===== config.mk =====
export PLATFORM = sky130hd
export DESIGN_NAME = i2c_cmd_reg
export DESIGN_NICKNAME = d
export VERILOG_FILES = /design/src/rtl/i2c_cmd_pkg.sv /design/src/rtl/cmd_timeout_cnt.sv /design/src/rtl/i2c_cmd_reg.sv
export SDC_FILE = /design/constraint.sdc
export NUM_CORES = 1
export LEC_CHECK = 0
export BUFFER_PORTS_ARGS = -buffer_cell sky130_fd_sc_hd__buf_4
export CORE_ASPECT_RATIO = 1.25
export CORE_MARGIN = 2
export CORE_UTILIZATION = 42
export CTS_BUF_LIST = sky130_fd_sc_hd__clkbuf_8
export DETAILED_ROUTE_END_ITERATION = 10
export PLACE_DENSITY = 0.76
export SYNTH_ARGS = -nofsm -noshare
export SYNTH_HDL_FRONTEND = slang
export SYNTH_SLANG_ARGS = --single-unit

===== constraint.sdc =====
create_clock -name clk -period 2.5 [get_ports clk]
set_input_delay 0.5 -clock clk [delete_from_list [all_inputs] [get_ports clk]]
set_output_delay 0.5 -clock clk [all_outputs]
set_load 0.05 [all_outputs]

===== src/rtl/i2c_cmd_pkg.sv =====
// Shared types and helpers for the I2C command/control register.
//   state_t      : command FSM states
//   CMD_*        : bit positions of the one-hot command field
//   is_onehot()  : true when exactly one bit of the argument is set
package i2c_cmd_pkg;

  typedef enum logic [1:0] {
    IDLE      = 2'd0,
    ISSUE     = 2'd1,
    WAIT_DONE = 2'd2,
    DONE      = 2'd3
  } state_t;

  localparam int CMD_START = 0;
  localparam int CMD_STOP  = 1;
  localparam int CMD_TX    = 2;
  localparam int CMD_RX    = 3;

  // v & (v-1) clears the lowest set bit; zero afterwards means a single bit was set
  function automatic logic is_onehot(input logic [31:0] v);
    return (v != 32'd0) && ((v & (v - 32'd1)) == 32'd0);
  endfunction

endpackage


===== src/rtl/cmd_timeout_cnt.sv =====
// Cycle counter bounding how long a command may wait for completion.
//   clk, n_rst : clock, async active-low reset
//   en         : count this cycle (saturates at TIMEOUT)
//   clr        : synchronous clear, wins over en
//   expired    : high while enabled on the cycle the count equals TIMEOUT-1
module cmd_timeout_cnt #(
  parameter int TIMEOUT = 1024
) (
  input  logic clk,
  input  logic n_rst,
  input  logic en,
  input  logic clr,
  output logic expired
);

  localparam int CW = $clog2(TIMEOUT + 1);

  logic [CW-1:0] cnt;

  always_ff @(posedge clk or negedge n_rst) begin
    if (!n_rst)                                cnt <= '0;
    else if (clr)                              cnt <= '0;
    else if (en && (cnt != CW'(TIMEOUT)))      cnt <= cnt + CW'(1);
  end

  // The count starts at 0 on the first waiting cycle, so this fires on cycle TIMEOUT.
  assign expired = en && (cnt == CW'(TIMEOUT - 1));

endmodule


===== src/rtl/i2c_cmd_reg.sv =====
// Software command/control register for the APB I2C block.
// Holds level config bits, issues one-hot command strobes to the controller
// over valid/ready, tracks completion/timeout and keeps sticky error flags.
//   clk, n_rst : clock, async active-low reset
//   write_en   : APB write strobe, wdata = {cmd, cfg}
//   clear_err  : clears wr_err / tout_err (a same-cycle set wins)
//   cmd_ready  : controller accepts cmd_out
//   cmd_done   : controller pulse, command finished
//   cfg_out    : current configuration
//   cmd_out    : latched command, zero outside ISSUE / WAIT_DONE
//   cmd_valid  : high in ISSUE
//   busy       : high whenever not IDLE
//   done_pulse : one cycle in DONE
//   wr_err     : sticky, a write was rejected
//   tout_err   : sticky, a command timed out
module i2c_cmd_reg
  import i2c_cmd_pkg::*;
#(
  parameter int CFG_W   = 8,
  parameter int CMD_W   = 4,
  parameter int TIMEOUT = 1024
) (
  input  logic                   clk,
  input  logic                   n_rst,
  input  logic                   write_en,
  input  logic [CFG_W+CMD_W-1:0] wdata,
  input  logic                   clear_err,
  input  logic                   cmd_ready,
  input  logic                   cmd_done,
  output logic [CFG_W-1:0]       cfg_out,
  output logic [CMD_W-1:0]       cmd_out,
  output logic                   cmd_valid,
  output logic                   busy,
  output logic                   done_pulse,
  output logic                   wr_err,
  output logic                   tout_err
);

  state_t           state;
  logic [CMD_W-1:0] wcmd;
  logic [CFG_W-1:0] wcfg;
  logic             expired;
  logic             cmd_onehot;
  logic             wr_bad;
  logic             tout_hit;

  assign {wcmd, wcfg} = wdata;
  assign cmd_onehot   = is_onehot(32'(wcmd));

  // Rejected: any write while a command is in flight, or a multi-bit command.
  assign wr_bad   = write_en && ((state != IDLE) || ((wcmd != '0) && !cmd_onehot));
  // cmd_done on the expiry cycle counts as a normal completion.
  assign tout_hit = (state == WAIT_DONE) && expired && !cmd_done;

  cmd_timeout_cnt #(.TIMEOUT(TIMEOUT)) u_tcnt (
    .clk     (clk),
    .n_rst   (n_rst),
    .en      (state == WAIT_DONE),
    .clr     (state != WAIT_DONE),
    .expired (expired)
  );

  always_ff @(posedge clk or negedge n_rst) begin
    if (!n_rst) begin
      state   <= IDLE;
      cfg_out <= '0;
      cmd_out <= '0;
    end else begin
      case (state)
        IDLE: if (write_en) begin
          if (wcmd == '0) begin
            cfg_out <= wcfg;
          end else if (cmd_onehot) begin
            cfg_out <= wcfg;
            cmd_out <= wcmd;
            state   <= ISSUE;
          end
        end
        ISSUE: if (cmd_ready) begin
          if (cmd_done) begin
            cmd_out <= '0;
            state   <= DONE;
          end else begin
            state   <= WAIT_DONE;
          end
        end
        WAIT_DONE: if (cmd_done || expired) begin
          cmd_out <= '0;
          state   <= DONE;
        end
        DONE:    state <= IDLE;
        default: state <= IDLE;
      endcase
    end
  end

  always_ff @(posedge clk or negedge n_rst) begin
    if (!n_rst) begin
      wr_err   <= 1'b0;
      tout_err <= 1'b0;
    end else begin
      if (wr_bad)         wr_err   <= 1'b1;
      else if (clear_err) wr_err   <= 1'b0;
      if (tout_hit)       tout_err <= 1'b1;
      else if (clear_err) tout_err <= 1'b0;
    end
  end

  assign cmd_valid  = (state == ISSUE);
  assign busy       = (state != IDLE);
  assign done_pulse = (state == DONE);

endmodule


* Word-level counts from Yosys, hierarchy flattened
Index checks and enable logic that the tools add are counted.
** Word-level totals
- Output and inout bits :: 17
- Flip-flop bits (word level) :: 27
- RAM bits :: 0
- Memories kept :: 0
- Bits in read-only memories :: 0
- Bits in latches :: 0
** Cells by class
- Bitwise gates (word level) :: 1
- Reductions and logical operators :: 24
- Multiply operators :: 0
- Shifts and indexed selects :: 0
- Equality and inequality tests :: 12
- Add/sub/neg operators :: 2
- $lt $le $gt $ge :: 0
- Mux-type cells :: 21
- Div/mod/pow operators :: 0
** Operators by type and width (count)
- $and 4x32->32 :: 1
- $logic_not 32->1 :: 1
- $mux 4 :: 6
- $mux 11 :: 2
- $mux 8 :: 2
- $ne 2x2->1 const B :: 7
- $pmux 4 s3 :: 1
- $add 11x1->11 const B :: 1
- $eq 11x10->1 const B :: 1
- $ne 11x11->1 const B :: 1
- $mux 2 :: 5
- $reduce_bool 2->1 :: 5
- $pmux 2 s4 :: 1
- $logic_and 1x1->1 :: 7
- $reduce_and 7->1 :: 1
- $reduce_and 5->1 :: 1
- $sub 4x1->5 const B :: 1
- $eq 2x2->1 const B :: 2
- $logic_not 4->1 :: 1
- $mux 1 :: 4
- $reduce_bool 4->1 :: 1
- $reduce_and 3->1 :: 1
- $reduce_bool 3->1 :: 1
- $eq 2x1->1 const B :: 1
- 3 further kinds :: 5

* Longest topological paths before layout
Gate-level depths: netlist (run 1).
- Word-level depth :: 9
- Depth in mapped cells :: 7
- Mapped depth without buffers :: 7

* Hierarchy
Synthesis (run 1) repeated with hierarchy kept, for this count alone.
** Second synthesis, totals
- Cell total of the unflattened synthesis :: 138
- Area, all modules :: 1448.9 um^2
** Modules (own cells, without submodules)
- i2c_cmd_reg :: sequential area each 400.4 um^2, instances 1, cells each 69, area an instance 813.3 um^2
- cmd_timeout_cnt :: sequential area each 275.3 um^2, instances 1, cells each 69, area an instance 635.6 um^2

* Least setup slack after synthesis (run 1)
No wires, ideal clock.
- Kind :: flip-flop to flip-flop
- Start :: register state[0]
- End :: register cmd_out[0]
- Path slack :: 0.601 ns
- Data required time :: 2.375 ns
- Arrival :: 1.774 ns
- Stages on the path, launching flop included :: 6
- Clock period less this slack :: 1.899 ns
- Path through :: dfrtp_1 ha_1 a32oi_1 o21ai_2 a211oi_4 mux2_2
** On the way
- Elaborated cells between the ends (all ways) :: 14
- Those cells by class :: eq/ne: 8; mux: 1; reduce/logical: 5
** RTL lines
- start: declaration :: RTL line i2c_cmd_reg.sv:39 : state_t state;
- start signal: assignment :: RTL line i2c_cmd_reg.sv:65 : state <= IDLE;
- start signal: assignment :: RTL line i2c_cmd_reg.sv:76 : state <= ISSUE;
- start signal: assignment :: RTL line i2c_cmd_reg.sv:82 : state <= DONE;
- $eq 2x1->1 (*)
- net cmd_valid :: RTL line i2c_cmd_reg.sv:32 : output logic cmd_valid,
- $ne 2x2->1 (no source line) / $reduce_bool 3->1 (equally long branches)
- $reduce_and 7->1 (no source line)
- end signal: assignment :: RTL line i2c_cmd_reg.sv:75 : cmd_out <= wcmd;
- end: declaration :: RTL line i2c_cmd_reg.sv:31 : output logic [CMD_W-1:0] cmd_out,
The timed path passes the listed nets; every way through them passes the cells marked *.
A chain may end at the register's enable or synchronous reset.

* Final worst setup path (run 1)
- Start :: register u_tcnt.cnt[1]
- End :: register cmd_out[0]
** On the way
- Word-level cells in the longest chain between the ends :: 5
** Ends and longest elaborated chain
- start: declaration :: RTL line cmd_timeout_cnt.sv:18 : logic [CW-1:0] cnt;
- start signal: assignment :: RTL line cmd_timeout_cnt.sv:23 : else if (en && (cnt != CW'(TIMEOUT))) cnt <= cnt + CW'(1);
- $eq 11x10->1 :: RTL line cmd_timeout_cnt.sv:27 : assign expired = en && (cnt == CW'(TIMEOUT - 1));
- $logic_and 1x1->1 :: RTL line cmd_timeout_cnt.sv:27
- $logic_or 1x1->1 :: RTL line i2c_cmd_reg.sv:87 : WAIT_DONE: if (cmd_done || expired) begin
- $ne 2x2->1 (no source line)
- $reduce_and 7->1 (no source line)
No other way between the ends.

==> results of run 1 <==
## final cells by class
type,instances,share of cell area
clock buffers,3,0.0234
repair buffers,34,0.144
clock inverters,1,0.00425
multi-input cells,86,0.398
well taps,37,0.0262
inverters,10,0.0212
flip-flops and latches,27,0.382
## synth_stat cells (all sizes together)
| master | n | share of area |
|---|---|---|
| dfrtp | 27 | 0.47 |
| mux2 | 13 | 0.10 |
| inv | 10 | 0.026 |
| xnor2 | 10 | 0.061 |
| and2 | 9 | 0.040 |
| ha | 6 | 0.053 |
| nand2 | 4 | 0.011 |
| nand3 | 4 | 0.014 |
| nand4 | 4 | 0.018 |
| nor2b | 4 | 0.018 |
| o21ai | 4 | 0.019 |
| nor2 | 3 | 0.0079 |
| a21o | 2 | 0.011 |
| a21oi | 2 | 0.0070 |
| and3 | 2 | 0.0088 |
| and4 | 2 | 0.014 |
| clkbuf | 2 | 0.0053 |
| nor3 | 2 | 0.011 |
| nor4b | 2 | 0.012 |
| a211oi | 1 | 0.014 |
| a21boi | 1 | 0.0053 |
| a32oi | 1 | 0.0061 |
| and4b | 1 | 0.0070 |
| maj3 | 1 | 0.0070 |
| nand3b | 1 | 0.0053 |
| nand4b | 1 | 0.0061 |
| nor4 | 1 | 0.0044 |
| o211ai | 1 | 0.0088 |
| o21a | 1 | 0.0053 |
| o32a | 1 | 0.0070 |
| o32ai | 1 | 0.0061 |
| or2b | 1 | 0.0053 |
## state kept, by name, summed over array words and instances (netlist names)
name	flops
tout_err	1
cmd_out	4
u_tcnt.cnt	11
cfg_out	8
state	2
wr_err	1
## per-layer routing
metal	global-route usage	vias up	wire, um
met4	0.0476	0	24
met2	0.268	30	1420
met5	0	-	0
met3	0.0300	2	112
li1	-	508	-
met1	0.203	513	1180
## path summary, 6_finish.rpt
path                            depth (start not counted)          to  slack [ns]
worst min register to register                          1  cfg_out[2]        0.51
worst max register to register                          6  cmd_out[0]        0.52
worst max-delay path                                    6  cmd_out[0]        0.52
min in group clk                                        2    tout_err        0.40
worst min-delay path                                    1  cfg_out[1]        0.12
max in group asynchronous                               1  cmd_out[3]        2.13
## kinds of logic (layout without fill, tap and decap cells)
| family | Yosys count | in the layout |
|---|---|---|
| adder cells (fa/ha/maj) | 7 | 7 |
| AND/OR/NAND/NOR | 41 | 41 |
| flip-flops | 27 | 27 |
| buffers and inverters | 12 | 48 |
| AO/OA/AOI/OAI | 15 | 15 |
| XOR/XNOR | 10 | 10 |
| multiplexers | 13 | 13 |
## worst max-delay path: stages, from the launching register on
cell and delay (ns):
dfrtp_1 0.44, ha_1 0.30, and4b_1 0.21, and4_1 0.21
o21ai_2 0.08, a211oi_4 0.25, mux2_2 0.37
## through the flow
stage,total power [mW],utilization,instances,hold WS [ns]
after global routing,2.20,0.549,198,0.134
after CTS,2.09,0.549,198,0.133
after global placement,1.81,0.533,194,0.426
after floorplan,1.51,-,125,0.204
after detailed placement,1.83,0.533,194,0.434
final,2.06,0.549,198,0.121
## power by group
group          internal [mW]  leakage (nW)  switching (mW)
sequential             0.563         0.349          0.0885
combinational          0.436         0.466           0.724
clock                  0.113        0.0217           0.139
total                   1.11         0.837           0.952
==> out/metrics.yaml, run 1 <==
finish:
  final_nets: 186
  seqCellArea_sq_um: 676
  area_delta_synth_final_pct: 24.1
  multi_input_area_sq_um: 704
  final_cell_mix: "buf_4 (34), dfrtp_1 (27), mux2_2 (13), inv_1 (10), xnor2_1 (10)"
  stdcell_area_sq_um: 1770
  antenna_cells: 0
  mostFrequentLayoutCell: "buf_4"
  fill_cells: 289
  layout-drive-gt1-share: 0.354
global_route:
  antenna_found_initial: 0
  grtUsageTotal: 0.158
  grt_max_degree: 28
  first_global_vias: 1075
  grt_pass1_wl_mm: 5.03
  overflow: 0
sta:
  setup-tns-final_ns: 0
  setup_slack_ns: 0.520
  worst_pin_slew_ns: 0.495
  fmax_mhz: 505
  fin_crit_ns: 1.98
  finalMaxSlewViolations: 0
  grt_setup_unrepaired: "false"
  skew_ns: 0.00248
  setup_viol: 0
  slew-limit-headroom: 0.669
  min_period_over_period: 0.792
  hold_violations: 0
detailed_routing:
  vias: 1053
  drtIter0Drc: 49
  routed_via_density: 5.32
  wirelength_mm: 2.73
  wl_per_cell_um: 13.8
  antenna_left: 0
  dr.pass1.iters: 4
  drc_errors: 0
die:
  core_area_sq_um: 3220
  num_rows: 23
  ioPinCount: 35
  die_w_um: 56.1
  die_h_um: 69.1
  start_util: 0.442
  dieArea_sq_um: 3880
synth:
  syn_inst: 125
  synth-simple-area-share: 0.181
  synthMuxAreaShare: 0.103
  yosys_warnings: 0
  synth-compound-area-share: 0.0896
  synthAdderAreaFrac: 0.0597
  syn_nets: 149
  ys_seq_elements: 27
  synth_cell_types: 35
  avgSynthCellArea_sq_um: 11.4
  syn_area_sq_um: 1430
  synth_top_family_by_area: "simple AND/OR/NAND/NOR gates"
  synth_xor_area_frac: 0.0615
  seq_area_frac_synth: 0.474
worst_setup_path:
  crit_required_ns: 2.66
  path_max_fanout: 7
  worst_setup_path_end_kind: "register"
  reg2reg_from: "u_tcnt.cnt[1]"
  startpoint_type: "register"
  arrival_ns: 2.14
  cp-startpoint: "u_tcnt.cnt[1]"
  worstSetupPathType: "register to register"
placement:
  place_hpwl_mm: 2.14
  post-place-ws_ns: 0.499
  postPlaceCellArea_sq_um: 1720
  io_buffers: 34
  gp_congestion: 0.860
clock_tree:
  cts_setup_buffers: 0
  cts_hold_buf: 0
  root_buffer: "clkbuf_8"
  cts_resized: 0
  cts_sinks: 27
  htree_levels: 1
  insertion_delay_ns: 0.27
  cts_buffers: 3
  clkTransAtPathRegs_ns: 0.09
  cts_tree: "done"
  clk_path_buf_depth: 2
flow_run:
  maxCapViolations: 0
hold_path:
  min_path_type: "input port to asynchronous set/reset pin"
outcome:
  outcome: "complete, no violations"
pwr:
  power.leakage_nw: 0.837
  powerDensity_nw_per_um2: 1170
  peakVddDrop_mv: 0.708
Note: power is estimated with default switching activity, not from simulation.
==> run 2: changes to the inputs <==
Settings changed: PLACE_DENSITY 0.76 to 0.79.
Clock period 2.5 ns to 1.63 ns, I/O delays scaled along.
==> run 2 against run 1 <==
  * Sequential power increased by 52%
  * Largest power group unchanged
  * First-iteration DRC count down 18%
  * Design area is 18% higher
  * Worst hold slack better by 0.12 ns
  * The flow now finishes with violations (negative setup slack)
  * Flip-flop and latch count stayed put
  * Register-to-register slack got worse by 0.69 ns
  * Worst setup slack worse by 0.69 ns
  * Critical endpoint is now state[1]
  * Non-clock buffer count rose by 31
  * Sequential share of layout area decreased by 5.9 points
==> out/metrics.yaml, run 2 (same netlist as run 1, synthesis figures left out) <==
outcome:
  outcome: "complete, but fails checks"
  violations: "negative setup slack"
hold_path:
  min_path_type: "input port to register"
detailed_routing:
  wl_per_cell_um: 15.0  # +8.7%
  drc_errors: 0  # unchanged
  drtIter0Drc: 40  # -18%
  wirelength_mm: 3.44  # +26%
  vias: 1191  # +13%
  dr.pass1.iters: 4  # unchanged
  antenna_left: 0  # unchanged
  routed_via_density: 5.20  # -2.2%
sta:
  skew_ns: 0.00534  # +0.00286 ns
  grt_setup_unrepaired: "true"
  setup_slack_ns: -0.168  # -0.689 ns
  timing.hold.ws_ns: 0.243  # +0.122 ns
  fmax_mhz: 556  # +10%
  setup-tns-final_ns: -0.895  # -0.895 ns
  slew-limit-headroom: 0.679  # +0.00996
  finalMaxSlewViolations: 0  # unchanged
  min_period_over_period: 1.10  # +0.311
  hold_violations: 0  # unchanged
  setup_viol: 7  # +7
  fin_crit_ns: 1.80  # -0.181 ns
  worst_pin_slew_ns: 0.480  # -0.0149 ns
die:
  die_w_um: 56.1  # unchanged
  num_rows: 23  # unchanged
  dieArea_sq_um: 3880  # unchanged
  die_h_um: 69.1  # unchanged
  core_area_sq_um: 3220  # unchanged
  ioPinCount: 35  # unchanged
  start_util: 0.442  # unchanged
finish:
  finalNonFillerCells: 229  # +16%
  final_nets: 217  # +17%
  mostFrequentLayoutCell: "buf_4"
  layout-drive-gt1-share: 0.516  # +0.162
  stdcell_area_sq_um: 2090  # +18%
  final_cell_mix: "buf_4 (59), dfrtp_1 (27), mux2_2 (11), xnor2_1 (10), and2_1 (9)"
  regMostFlops: "u_tcnt.cnt"
  reg_top3: "u_tcnt.cnt x11, cfg_out x8, cmd_out x4"
  antenna_cells: 0  # unchanged
  largest_register_ffs: 11  # unchanged
  area_delta_synth_final_pct: 46.9
clock_tree:
  root_buffer: "clkbuf_8"
  cts_buffers: 3  # unchanged
  clkTransAtPathRegs_ns: 0.10  # about the same
  cts_sinks: 27  # unchanged
  clk_path_buf_depth: 2  # unchanged
  insertion_delay_ns: 0.27  # about the same
  htree_levels: 1  # unchanged
  cts_tree: "done"
placement:
  postPlaceCellArea_sq_um: 1920  # +12%
  post-place-ws_ns: -0.213  # -0.712 ns
  placed_cells: 220  # +13%
  gp_congestion: 0.826  # -4.0%
  place_hpwl_mm: 2.55  # +20%
  io_buffers: 34  # unchanged
global_route:
  antenna_found_initial: 0  # unchanged
  grt_pass1_wl_mm: 5.89  # +17%
  grt_max_degree: 28  # unchanged
  first_global_vias: 1271  # +18%
  grtUsageTotal: 0.188  # +0.0293
  overflow: 0  # unchanged
flow_run:
  maxCapViolations: 0  # unchanged
worst_setup_path:
  arrival_ns: 1.96  # -0.18 ns
  crit_required_ns: 1.79  # -0.87 ns
  worst_setup_path_end_kind: "register"
  startpoint_type: "register"
  path_max_fanout: 4  # -3
  worstSetupPathType: "register to register"
pwr:
  power.leakage_nw: 1.02  # +22%
  peakVddDrop_mv: 1.12  # +58%
  powerDensity_nw_per_um2: 1810  # +55%
run 2: cell types whose count changed in the layout (fill, tap and decap cells not counted), moves of 2 or more:
cell | previous run | this run
buf_6 | 0 | 3
inv_2 | 0 | 4
mux2_4 | 0 | 2
ha_1 | 6 | 3
mux2_2 | 13 | 11
buf_8 | 0 | 2
inv_1 | 10 | 5
ha_2 | 0 | 2
buf_4 | 34 | 59
run 2: where the power goes:
group	internal, mW	switching, mW	leakage, nW	total, mW
Sequential	0.865	0.124	0.349	0.989
Clock	0.173	0.208	0.0217	0.381
Combinational	1.09	1.33	0.653	2.42
run 2: metal layers:
| layer | vias to the layer above | GRT usage | part of all wire |
|---|---|---|---|
| li1 | 570 | - | - |
| met1 | 592 | 0.211 | 0.37 |
| met2 | 27 | 0.362 | 0.59 |
| met3 | 2 | 0.0244 | 0.037 |
| met4 | 0 | 0.0476 | 0.0070 |
| met5 | - | 0 | 0 |
run 2: cell type report:
type	instances	area (sq um)
Tap cell	37	46.3
Fill cell	272	1130
Clock buffer	3	41.3
Inverter	10	40.0
Timing Repair Buffer	65	517
Multi-Input combinational cell	86	766
Clock inverter	1	7.51
Sequential cell	27	676
run 2: critical path, cell delays in order (launching register included):
cell and delay, ns:
dfrtp_1 0.44, inv_2 0.08, ha_4 0.16, a32oi_2 0.24, o21ai_4 0.11, buf_4 0.15, a21oi_2 0.17, mux2_4 0.33
run 2: stage by stage:
step	util	total power, mW
after floorplan	-	2.38
after global placement	0.597	3.03
after detailed placement	0.597	3.11
after CTS	0.637	3.67
after global routing	0.649	4.00
final	0.649	3.79
run 2: path summary, 6_finish.rpt:
path                                 start            end  slack, ns  cells after the start
min in group asynchronous            n_rst  u_tcnt.cnt[2]       0.49                      2
worst min-delay path             clear_err       tout_err       0.24                      2
worst max register to register    state[0]       state[1]      -0.17                      7
worst min register to register  cfg_out[7]     cfg_out[7]       0.51                      1
worst max-delay path              state[0]       state[1]      -0.17                      7
max in group asynchronous            n_rst     cmd_out[3]       0.88                      2
run 2: repair_timing:
item,CTS,global route
pin swaps,3,3
setup endpoints to repair,11,12
cloned,0,0
setup buffers,3,1
hold buffers,1,0
resized for setup,16,6
hold endpoints to repair,27,0
